**config.mk**
```make
export PLATFORM = sky130hd
export DESIGN_NAME = inv_sub_bytes
export DESIGN_NICKNAME = d
export VERILOG_FILES = /design/src/rtl/aes_pkg.sv /design/src/rtl/inv_sbox.sv /design/src/rtl/inv_sub_bytes.sv
export SDC_FILE = /design/constraint.sdc
export NUM_CORES = 1
export LEC_CHECK = 0
export BUFFER_PORTS_ARGS = -buffer_cell sky130_fd_sc_hd__buf_4
export CORE_UTILIZATION = 40
export DETAILED_ROUTE_END_ITERATION = 10
export PLACE_DENSITY = 0.68
export SETUP_SLACK_MARGIN = 0.05
export SLEW_MARGIN = 30
export SYNTH_ARGS = -nofsm -noshare
export SYNTH_HDL_FRONTEND = slang
export SYNTH_HIERARCHICAL = 1
export SYNTH_SLANG_ARGS = --single-unit
```
**constraint.sdc**
```tcl
create_clock -name Clk -period 4.61 [get_ports Clk]
set_clock_uncertainty 0.15 [all_clocks]
set_input_delay 0.6915 -clock Clk [delete_from_list [all_inputs] [get_ports Clk]]
set_output_delay 0.6915 -clock Clk [all_outputs]
set_load 0.01 [all_outputs]
```
**src/rtl/aes_pkg.sv**
```systemverilog
// rtl/aes_pkg.sv - shared AES block constants and round-stage FSM encodings
// Purpose: widths and state encodings shared by the SubBytes and InvSubBytes stages.
// Ports: none (package).
package aes_pkg;

  localparam int AES_BLOCK_W = 128;
  localparam int AES_BYTES   = 16;

  typedef enum logic [1:0] {
    ST_IDLE = 2'b00,
    ST_SUB  = 2'b01,
    ST_DONE = 2'b10
  } aes_stage_state_t;

endpackage

```
**src/rtl/inv_sbox.sv**
```systemverilog
// rtl/inv_sbox.sv - combinational AES inverse S-box (FIPS-197 table)
// Purpose: maps one byte to its inverse S-box value; standalone and exhaustively checkable.
// Ports:
//   data    in   8   byte to substitute
//   result  out  8   inverse S-box of data
module inv_sbox (
  input  logic [7:0] data,
  output logic [7:0] result
);

  // Entry 0 sits in the top byte, entry 255 in the bottom byte.
  localparam logic [2047:0] INV_SBOX_TABLE = {
    128'h52096ad53036a538bf40a39e81f3d7fb,
    128'h7ce339829b2fff87348e4344c4dee9cb,
    128'h547b9432a6c2233dee4c950b42fac34e,
    128'h082ea16628d924b2765ba2496d8bd125,
    128'h72f8f66486689816d4a45ccc5d65b692,
    128'h6c704850fdedb9da5e154657a78d9d84,
    128'h90d8ab008cbcd30af7e45805b8b34506,
    128'hd02c1e8fca3f0f02c1afbd0301138a6b,
    128'h3a9111414f67dcea97f2cfcef0b4e673,
    128'h96ac7422e7ad3585e2f937e81c75df6e,
    128'h47f11a711d29c5896fb7620eaa18be1b,
    128'hfc563e4bc6d279209adbc0fe78cd5af4,
    128'h1fdda8338807c731b11210592780ec5f,
    128'h60517fa919b54a0d2de57a9f93c99cef,
    128'ha0e03b4dae2af5b0c8ebbb3c83539961,
    128'h172b047eba77d626e169146355210c7d
  };

  logic [10:0] bit_hi;

  assign bit_hi = 11'd2047 - {data, 3'b000};
  assign result = INV_SBOX_TABLE[bit_hi -: 8];

endmodule

```
**src/rtl/inv_sub_bytes.sv**
```systemverilog
// rtl/inv_sub_bytes.sv - iterative AES InvSubBytes stage with En/Ry handshake
// Purpose: substitutes all 16 state bytes with inverse S-box values, BYTES_PER_CYCLE per clock,
//          most significant byte group first.
// Ports:
//   Clk      in   1    clock, rising edge
//   Rst      in   1    asynchronous active-low reset
//   En_ISB   in   1    request; hold high until Ry_ISB, drop to abort or release
//   In_ISB   in   128  input state, captured on IDLE->SUB only
//   Ry_ISB   out  1    Out_ISB valid and stable while high
//   Out_ISB  out  128  substituted state (registered)
module inv_sub_bytes
  import aes_pkg::*;
#(
  parameter int BYTES_PER_CYCLE = 4
) (
  input  logic         Clk,
  input  logic         Rst,
  input  logic         En_ISB,
  input  logic [127:0] In_ISB,
  output logic         Ry_ISB,
  output logic [127:0] Out_ISB
);

  localparam int N  = AES_BYTES / BYTES_PER_CYCLE;
  localparam int CW = (N > 1) ? $clog2(N) : 1;
  localparam int GW = 8 * BYTES_PER_CYCLE;
  localparam logic [CW-1:0] CNT_LAST = CW'(N - 1);

  if (BYTES_PER_CYCLE != 1 && BYTES_PER_CYCLE != 2 && BYTES_PER_CYCLE != 4 &&
      BYTES_PER_CYCLE != 8 && BYTES_PER_CYCLE != 16) begin : g_bad_bytes_per_cycle
    $error("inv_sub_bytes: BYTES_PER_CYCLE must be 1, 2, 4, 8 or 16");
  end

  aes_stage_state_t state_q, state_d;
  logic [CW-1:0]    cnt_q, cnt_d;
  logic [127:0]     work_q, work_d;
  logic [127:0]     work_sub;
  logic             ry_q, ry_d;
  logic [127:0]     out_q, out_d;

  // Group table is padded to a power of two so cnt_q always indexes in range.
  logic [GW-1:0] groups [2**CW];
  logic [GW-1:0] grp_in;
  logic [GW-1:0] grp_out;

  for (genvar k = 0; k < 2**CW; k++) begin : g_groups
    if (k < N) begin : g_real
      assign groups[k] = work_q[AES_BLOCK_W-1-k*GW -: GW];
      // Work register with the current group replaced by its substituted bytes.
      assign work_sub[AES_BLOCK_W-1-k*GW -: GW] =
        (cnt_q == CW'(k)) ? grp_out : work_q[AES_BLOCK_W-1-k*GW -: GW];
    end else begin : g_pad
      assign groups[k] = '0;
    end
  end

  assign grp_in = groups[cnt_q];

  for (genvar i = 0; i < BYTES_PER_CYCLE; i++) begin : g_sbox
    inv_sbox u_inv_sbox (
      .data   (grp_in[8*i +: 8]),
      .result (grp_out[8*i +: 8])
    );
  end

  always_comb begin
    state_d = state_q;
    cnt_d   = cnt_q;
    work_d  = work_q;
    ry_d    = ry_q;
    out_d   = out_q;
    unique case (state_q)
      ST_IDLE: begin
        ry_d = 1'b0;
        if (En_ISB) begin
          work_d  = In_ISB;
          cnt_d   = '0;
          state_d = ST_SUB;
        end
      end
      ST_SUB: begin
        if (!En_ISB) begin
          // Abort: Out_ISB keeps the previous complete result.
          state_d = ST_IDLE;
          cnt_d   = '0;
        end else begin
          work_d = work_sub;
          if (cnt_q == CNT_LAST) begin
            out_d   = work_sub;
            ry_d    = 1'b1;
            cnt_d   = '0;
            state_d = ST_DONE;
          end else begin
            cnt_d = cnt_q + 1'b1;
          end
        end
      end
      ST_DONE: begin
        // En held high keeps us here; a new op needs En low for one edge.
        if (!En_ISB) begin
          ry_d    = 1'b0;
          state_d = ST_IDLE;
        end
      end
      default: begin
        state_d = ST_IDLE;
        cnt_d   = '0;
        ry_d    = 1'b0;
      end
    endcase
  end

  always_ff @(posedge Clk or negedge Rst) begin
    if (!Rst) begin
      state_q <= ST_IDLE;
      cnt_q   <= '0;
      work_q  <= '0;
      ry_q    <= 1'b0;
      out_q   <= '0;
    end else begin
      state_q <= state_d;
      cnt_q   <= cnt_d;
      work_q  <= work_d;
      ry_q    <= ry_d;
      out_q   <= out_d;
    end
  end

  assign Ry_ISB  = ry_q;
  assign Out_ISB = out_q;

endmodule
```
## Word-level counts from Yosys, hierarchy flattened

Index checks and enable logic that the tools add are counted.

| operators by class | value |
|---|---|
| add/subtract/negate cells | 5 |
| order comparisons | 1 |
| equality and inequality tests | 10 |
| shift operators | 4 |
| multiplexer cells | 23 |
| bitwise logic cells | 2 |
| reductions and logical operators | 8 |

Operator list:

| cell | number |
|---|---|
| $shiftx 2055x12->8 const A | 4 |
| $mux 128 | 2 |
| $pmux 128 s2 | 1 |
| $mux 32 | 6 |
| $bmux 32 s2 | 1 |
| $sub 11x11->11 const A | 4 |
| $mux 2 | 7 |
| $pmux 2 s3 | 2 |
| $reduce_and 3->1 | 4 |
| $ne 2x2->1 const B | 4 |
| $eq 2x2->1 const B | 3 |
| $eq 2x1->1 const B | 2 |
| $logic_not 2->1 | 2 |
| $ge 3x3->1 const B | 1 |
| $mux 1 | 3 |
| $ne 3x3->1 const B | 1 |
| $not 2->3 | 1 |
| $add 2x1->2 const B | 1 |
| $pmux 1 s2 | 1 |
| $reduce_and 2->1 | 1 |
| $reduce_bool 2->1 | 1 |
| $not 1->1 | 1 |

| word-level totals | value |
|---|---|
| register bits after elaboration | 261 |
| logic and storage cells | 58 |

## Logic depth before layout (Yosys ltp)

Gate-level depths: netlist of the first run.

| depth | value |
|---|---|
| word-level depth | 9 |
| mapped depth | 17 |
| gate-level depth less buffers | 11 |

## Cells and area by module

Netlist of the first run, hierarchy kept.

By module, submodules not included:

| module | times used | cells an instance | area each (um^2) | seq. area each (um^2) |
|---|---|---|---|---|
| inv_sbox | 4 | 549 | 3489.6 | 0.0 |
| inv_sub_bytes | 1 | 1029 | 12405.6 | 6531.3 |

## Worst setup path before layout of the first run

Ideal clock, no wire load.

| path | value |
|---|---|
| kind | flip-flop to flip-flop |
| from | reg cnt_q[1] |
| to | reg out_q[11] (netlist: Out_ISB[11]) |
| setup time | 0.125 ns |
| arrival time | 3.920 ns |
| required time | 4.335 ns |
| slack | 0.415 ns |
| stages on the path, launching flop included | 16 |
| buffers on the path | 5 |
| period minus slack after synthesis | 4.195 ns |
| path through | dfrtp_1 buf_2 buf_2 mux4_2 buf_2 inv_1 ha_1 or2_1 clkbuf_1 a21o_1 a21boi_0 mux4_2 nand3_1 o311ai_1 buf_1 mux2_4 |

| on the way | value |
|---|---|
| longest elaborated chain between the ends | 7 |
| elaborated cells on any way between the ends | 9 |
| classes of those cells | add/sub: 1; eq/ne: 1; shift: 1; mux: 4; bitwise: 1; reduce/logical: 1 |

RTL lines:

| element | RTL line | text |
|---|---|---|
| from (decl) | inv_sub_bytes.sv:35 | `logic [CW-1:0] cnt_q, cnt_d;` |
| from (signal assigned) | inv_sub_bytes.sv:122 | `cnt_q <= cnt_d;` |
| $not 2->3 (not written as such) | inv_sub_bytes.sv:57 | `assign grp_in = groups[cnt_q];` |
| $bmux 32 s2 | inv_sub_bytes.sv:57 |  |
| $mux 32 (not written as such) (2 in a row) | inv_sub_bytes.sv:57 |  |
| net grp_in[9] | inv_sub_bytes.sv:43 | `logic [GW-1:0] grp_in;` |
| $sub 11x11->11 | inv_sbox.sv:33 | `assign bit_hi = 11'd2047 - {data, 3'b000};` |
| $shiftx 2055x12->8 | inv_sbox.sv:34 | `assign result = INV_SBOX_TABLE[bit_hi -: 8];` |
| net grp_out[11] | inv_sub_bytes.sv:44 | `logic [GW-1:0] grp_out;` |
| $mux 32 | inv_sub_bytes.sv:51 | `(cnt_q == CW'(k)) ? grp_out : work_q[AES_BLOCK_W-1-k*GW -: GW];` |
| to (signal assigned) | inv_sub_bytes.sv:125 | `out_q <= out_d;` |
| to (decl) | inv_sub_bytes.sv:39 | `logic [127:0] out_q, out_d;` |

The timed path passes the listed nets, and every way through them passes these cells. The select of a mux whose other input is x is not followed.
A chain may end at the register's enable or synchronous reset.

## Final worst setup path of the first run

| path | value |
|---|---|
| from | reg cnt_q[1] |
| to | reg work_q[28] (netlist: groups[28]) |

| on the way | value |
|---|---|
| longest elaborated chain between the ends | 9 |
| elaborated cells on any way between the ends | 10 |
| classes of those cells | add/sub: 1; eq/ne: 1; shift: 1; mux: 6; bitwise: 1 |

RTL lines:

| element | RTL line | text |
|---|---|---|
| $not 2->3 (not written as such) | inv_sub_bytes.sv:57 |  |
| $bmux 32 s2 | inv_sub_bytes.sv:57 |  |
| $mux 32 (not written as such) (2 in a row) | inv_sub_bytes.sv:57 |  |
| net grp_in[25] | inv_sub_bytes.sv:43 |  |
| $sub 11x11->11 | inv_sbox.sv:33 |  |
| $shiftx 2055x12->8 | inv_sbox.sv:34 |  |
| net grp_out[28] | inv_sub_bytes.sv:44 |  |
| $mux 32 | inv_sub_bytes.sv:51 |  |
| $mux 128 | inv_sub_bytes.sv:82 | `if (!En_ISB) begin` |
| $pmux 128 s2 | inv_sub_bytes.sv:72 | `unique case (state_q)` |
| to (signal assigned) | inv_sub_bytes.sv:123 | `work_q <= work_d;` |
| to (decl) | inv_sub_bytes.sv:36 | `logic [127:0] work_q, work_d;` |

The timed path passes the listed nets, and every way through them passes these cells. The select of a mux whose other input is x is not followed.

==> flow_summary_export.csv, run 1 <==
group,metric,value,unit
global_route,grt_pass1_wl,188000,um
logic_synthesis,synth_fa_ha_area_share,4.18,%
route,ant_nets,0,
finish,fillers,6294,
logic_synthesis,synth_compound_area_share,33.7,%
logic_synthesis,ys.flop_type,"dfrtp_1",
power,leakage,13.1,nW
timing,whs,0.272,ns
finish,final_common_cell,"buf_4",
global_route,grt_max_degree,136,
die,die_y,259,um
finish,layout.area.seq,0.00653,mm2
timing,rsz0062_at_grt,"false",
timing,finalMaxSlewViolations,0,
flow_run,drv_cap,0,
logic_synthesis,syn_area_per_cell,8.17,um2
die,start_util,40.7,%
logic_synthesis,synthMuxAreaShare,9.85,%
placed_design,hpwl,92600,um
power,vdd_drop_max,0.359,mV
critical_path,slowest_delay,0.59,ns
global_route,antenna_found_initial,4,
finish,final_util,47.8,%
die,die_w,259,um
route,wl_per_cell,29.6,um
global_route,grt_pass1_vias,28029,
logic_synthesis,synth_simple_gate_area_share,17.7,%
critical_path,cp-start-kind,"flip-flop",
clock_tree,cts_root_buffer,"clkbuf_16",
logic_synthesis,synth.net_count,3444,
global_route,overflow,0,
clock_tree,cts_buffers,29,
critical_path,crit_required,4.97,ns
finish,area_delta_synth_final,17.6,%
logic_synthesis,synthArstFlopShare,100,%
logic_synthesis,ys_warn_count,6,
route,dr.first_iter.drc_count,5150,
route,routed_via_density,6.87,
min_path,min_path_type,"input port to flip-flop",
finish,final_nets,3668,
route,num_vias,29743,
logic_synthesis,synth-edff-count,0,
finish,final_cell_mix,"542 x buf_4, 334 x nand2_1, 300 x o21ai_0",
placed_design,place_congestion,1.10,
timing,finalSetupViolCount,0,
critical_path,r2r_slack,0.20,ns
die,rows,93,
logic_synthesis,ys_seq_elements,261,
critical_path,path_cells,"buf_4, mux4_2, inv_1, buf_4, ha_1, buf_4, nand2b_1, a21oi_1, buf_4, a2111oi_0, a31oi_1, a21oi_1, o32ai_1, buf_4, o22ai_1, a2bb2oi_1",
global_route,grt_util_all_layers,36.9,%
logic_synthesis,syn_area,0.0264,mm2
logic_synthesis,synth_cells,3225,
clock_tree,clk_latency,0.61,ns
finish,layout-drive-gt1-share,22.8,%
die,core,0.0648,mm2
die,pin_count,260,
clock_tree,cts_tree,"built",
run_status,outcome,"finished, final reports clean",
clock_tree,path_clk_slew,0.07,ns
route,drc_errors,0,
critical_path,slowest_stage,"mux4_2",
logic_synthesis,synth_top_family_by_area,"compound AO/OA/AOI/OAI gates",
timing,final_hold_viol_count,0,
route,finalWirelength,128000,um
route,drt_first_pass_iters,8,
critical_path,critPathCaptureType,"flip-flop",
timing,finalCriticalPeriod,4.41,ns
timing,max_clock_freq,0.227,GHz
timing,tightestPinTransition,0.965,ns
critical_path,cp.arrival,4.77,ns
logic_synthesis,yosysSeqAreaShare,24.8,%
power,power.total,0.0248,W
die,dieArea,0.0669,mm2
clock_tree,postCtsSetupRepairBufs,0,
clock_tree,cts.sinks,261,
timing,period_share,95.7,%
finish,multi_input_area,0.0174,mm2
critical_path,crit_top_cell,"buf_4",
power,p_per_area,801,mW/mm2
logic_synthesis,synth_cell_types,79,
timing,relSlewSlack,35.5,%
logic_synthesis,synth_xor_area_share,0.133,%
clock_tree,cts_max_level,1,
critical_path,crit_fanout,13,
clock_tree,cts_max_path_buffers,3,
timing,setup_tns,0,ns
critical_path,critical_path_class,"flip-flop to flip-flop",
placed_design,io_buffers,259,
[critical path, delay by kind of cell (launching register included)]
kind,cells,cell delay (ns)
buffers and inverters,6,1.35
AO/OA/AOI/OAI,7,1.22
multiplexers,1,0.59
adder cells (fa/ha/maj),1,0.45
flip-flops,1,0.44
AND/OR/NAND/NOR,1,0.08
[state kept, by name, indices dropped and copies added (netlist names)]
name,count
Out_ISB,128
Ry_ISB,1
cnt_q,2
groups,128
state_q,2
[synthesized netlist by cell type, drive strengths merged, types with 62 or more instances]
library cell / instances / area [um2]
nand2: 338 / 1280
o21ai: 301 / 1510
buf: 296 / 1980
dfrtp: 261 / 6530
a21oi: 222 / 1130
nor2: 144 / 581
o22ai: 141 / 882
a2bb2oi: 136 / 1220
mux2i: 108 / 1080
nor3: 104 / 521
clkbuf: 90 / 378
ha: 88 / 1100
nand2b: 79 / 494
nor2b: 70 / 438
a31oi: 68 / 425
nand3: 62 / 310
[report_power, final]
group	internal (W)	switching, W
sequential	0.00292	0.000512
combinational	0.00713	0.0117
clock	0.00150	0.00108
[final cells by class]
| class | count | area share [%] |
|---|---|---|
| diodes | 1 | 0.00807 |
| clock inverters | 17 | 0.832 |
| flip-flops and latches | 261 | 21.1 |
| inverters | 46 | 0.557 |
| repair buffers | 579 | 15.5 |
| multi-input cells | 2532 | 56.2 |
| well taps | 855 | 3.45 |
| clock buffers | 37 | 2.44 |
[logic make-up (layout without fill, tap and decap cells)]
kind of cell	Yosys count	count (layout)
xor gates and xnor gates	4	4
buffers and inverters	432	679
adders and majority gates	88	88
AOI/OAI and AO/OA	1306	1306
and+or+nand+nor	942	942
DFF	261	261
other	0	1
muxes	192	192
[stage by stage]
step / worst slack (ns) / instances / area [um2]
6_report: 0.200 / 4328 / 31000
5_1_grt: 0.0609 / 4327 / 31000
4_1_cts: 0.302 / 4327 / 31000
3_5_place_dp: 0.343 / 4272 / 30000
3_3_place_gp: 0.302 / 4272 / 29900
2_1_floorplan: 0.415 / 3225 / 26400
[layer usage]
metal / vias up / GRT usage [%] / wire length [um]
li1: 12654 / - / -
met1: 14344 / 50.1 / 51300
met2: 2288 / 56.0 / 55300
met3: 451 / 7.79 / 14400
met4: 6 / 17.1 / 7010
met5: - / 0 / 30
[timing repair]
item / in CTS / in global routing
hold buffers: 1 / 0
endpoints found under the hold margin: 79 / 0
setup endpoints to repair: 0 / 2
resized for setup: 0 / 2
[path summary, 6_finish.rpt]
kind | startpoint | cells after the start | end
max | cnt_q[1]$_DFFE_PN0P_ | 16 | groups[28]$_DFFE_PN0P_
min | In_ISB[22] | 3 | groups[22]$_DFFE_PN0P_
max reg2reg | cnt_q[1]$_DFFE_PN0P_ | 16 | groups[28]$_DFFE_PN0P_
min reg2reg | Out_ISB[53]$_DFFE_PN0P_ | 2 | Out_ISB[53]$_DFFE_PN0P_
max in group asynchronous | Rst | 3 | groups[91]$_DFFE_PN0P_
min in group asynchronous | Rst | 2 | groups[107]$_DFFE_PN0P_
(Power assumes the default switching activity.)
==> run 2: changes to the inputs <==
PLACE_DENSITY = unset   (was 0.68)
==> run 2 against run 1 <==
  * Wire length up 5.0%
  * Critical endpoint is now groups[53]$_DFFE_PN0P_
  * Highest routed layer unchanged
  * Largest power group unchanged
  * Cell area up 0.69%
  * Combinational power up 2%
  * First-iteration DRC count down 17%
==> flow_summary_export.csv, run 2 (synthesized netlist as in run 1, its figures left out) <==
group,metric,value,unit
timing,period_share,97.4,%
placed_design,hpwl,98600,um
finish,final_cell_mix,"572 x buf_4, 334 x nand2_1, 301 x o21ai_0",
route,finalWirelength,134000,um
die,dieArea,0.0669,mm2
power,combPwrFrac,75.2,%
route,ant_nets,0,
power,sw_frac_of_total,53.8,%
die,pin_count,260,
route,wl_per_cell,30.8,um
critical_path,cp-start-kind,"flip-flop",
die,rows,93,
critical_path,critical_path_class,"flip-flop to flip-flop",
power,vdd_drop_max,0.376,mV
global_route,grt_pass1_vias,28626,
die,start_util,40.7,%
clock_tree,cts_root_buffer,"clkbuf_16",
timing,relSlewSlack,37.6,%
critical_path,crit_required,4.97,ns
clock_tree,cts_buffers,31,
global_route,grt_max_degree,112,
global_route,overflow,0,
critical_path,critPathCaptureType,"flip-flop",
finish,final_nets,3690,
timing,finalCriticalPeriod,4.49,ns
global_route,grt_pass1_wl,196000,um
die,die_w,259,um
min_path,min_path_type,"input port to flip-flop",
placed_design,place_congestion,1.06,
finish,fillers,6373,
clock_tree,cts.sinks,261,
timing,rsz0062_at_grt,"false",
placed_design,pre_cts_slack,0.0104,ns
power,p_per_area,817,mW/mm2
die,die_y,259,um
timing,tightestPinTransition,0.935,ns
finish,final_common_cell,"buf_4",
finish,final_util,48.1,%
finish,layout-drive-gt1-share,23.5,%
power,p_switching,0.0137,W
timing,finalMaxSlewViolations,0,
route,num_vias,30149,
route,drt_first_pass_iters,8,
route,routed_via_density,6.91,
timing,final_hold_viol_count,0,
power,internal-power,0.0118,W
critical_path,cp.arrival,4.85,ns
clock_tree,cts_max_path_buffers,3,
power,seq_power_share,13.7,%
global_route,grt_util_all_layers,38.6,%
timing,worst_slack,0.121,ns
run_status,outcome,"finished, final reports clean",
finish,instances_no_fill,4361,
placed_design,io_buffers,259,
flow_run,drv_cap,0,
timing,finalSetupViolCount,0,
critical_path,crit_fanout,12,
power,leakage,13.2,nW
clock_tree,clk_latency,0.60,ns
route,dr.first_iter.drc_count,4289,
clock_tree,path_clk_slew,0.07,ns
timing,max_clock_freq,0.223,GHz
global_route,antenna_found_initial,14,
finish,area_delta_synth_final,18.4,%
clock_tree,cts_max_level,1,
timing,setup_tns,0,ns
die,core,0.0648,mm2
clock_tree,cts_tree,"built",
power,pwr-share-clk,11.0,%
route,drc_errors,0,
placed_design,dp_cells,4283,
==> run 2: cell types whose count changed in the layout (fill, tap and decap cells not counted), sizes merged <==
cell | previous run | this run
buf | 578 | 597
bufinv | 6 | 7
clkbuf | 37 | 35
clkinv | 14 | 16
clkinvlp | 2 | 1
diode | 1 | 11
inv | 41 | 44
mux4 | 40 | 41
==> run 2: stage by stage <==
step / hold slack, ns / power (W) / area (um2)
5_1_grt: 0.273 / 0.0264 / 31200
3_5_place_dp: 0.323 / 0.0217 / 29800
4_1_cts: 0.0569 / 0.0246 / 31000
2_1_floorplan: 0.246 / 0.0147 / 26400
6_report: 0.272 / 0.0255 / 31200
3_3_place_gp: 0.318 / 0.0221 / 29800
==> run 2: final timing paths <==
check	start	end	slack (ns)	cells after the start
setup / recovery	cnt_q[1]$_DFFE_PN0P_	groups[53]$_DFFE_PN0P_	0.12	15
min in group asynchronous	Rst	Out_ISB[9]$_DFFE_PN0P_	0.39	2
hold / removal	En_ISB	Ry_ISB$_DFFE_PN0P_	0.27	3
setup reg to reg	cnt_q[1]$_DFFE_PN0P_	groups[53]$_DFFE_PN0P_	0.12	15
hold reg to reg	Out_ISB[104]$_DFFE_PN0P_	Out_ISB[104]$_DFFE_PN0P_	0.34	2
max in group asynchronous	Rst	groups[65]$_DFFE_PN0P_	2.67	4
==> run 2: layer usage <==
layer	vias to the layer above	wire, um	part of all wire [%]	track usage [%]
met2	2324	56800	42	56.9
met5	-	42	0.031	0
met4	6	8380	6.2	20.8
li1	12726	-	-	-
met3	456	15500	12	7.97
met1	14637	53700	40	52.7
==> run 2: layout make-up <==
cell class | count | area (um2) | area share, %
clock inverters | 22 | 322 | 1.03
multi-input cells | 2533 | 17400 | 55.8
well taps | 855 | 1070 | 3.43
flip-flops and latches | 261 | 6540 | 20.9
inverters | 46 | 173 | 0.553
diodes | 11 | 27.5 | 0.0882
repair buffers | 598 | 4820 | 15.5
clock buffers | 35 | 831 | 2.66
==> run 2: worst max-delay path, cell delays in order, from the launching register on <==
cell,delay (ns)
dfrtp_4,0.55
buf_4,0.18
buf_4,0.17
mux4_2,0.52
inv_1,0.19
ha_1,0.31
buf_4,0.17
nand2b_1,0.36
nor3b_1,0.26
a21oi_1,0.25
nor2_1,0.07
a2111oi_0,0.45
a211o_1,0.30
buf_4,0.19
o22ai_1,0.07
a2bb2oi_1,0.20
==> run 2: repair_timing <==
| action | CTS | global route |
|---|---|---|
| hold buffers | 0 | 1 |
| resized for setup | 1 | 9 |
| endpoints found under the setup margin | 5 | 131 |
| hold endpoints to repair | 0 | 29 |
| setup buffers | 0 | 5 |
| pin swaps | 0 | 0 |
| gates cloned | 0 | 1 |
==> run 2: power groups by stage <==
stage | clock network [W] | logic, W | registers, W
after floorplan | 0 | 0.0112 | 0.00345
after global placement | 0 | 0.0186 | 0.00349
after detailed placement | 0 | 0.0182 | 0.00352
after CTS | 0.00283 | 0.0183 | 0.00348
after global routing | 0.00292 | 0.0200 | 0.00357
final | 0.00281 | 0.0192 | 0.00351
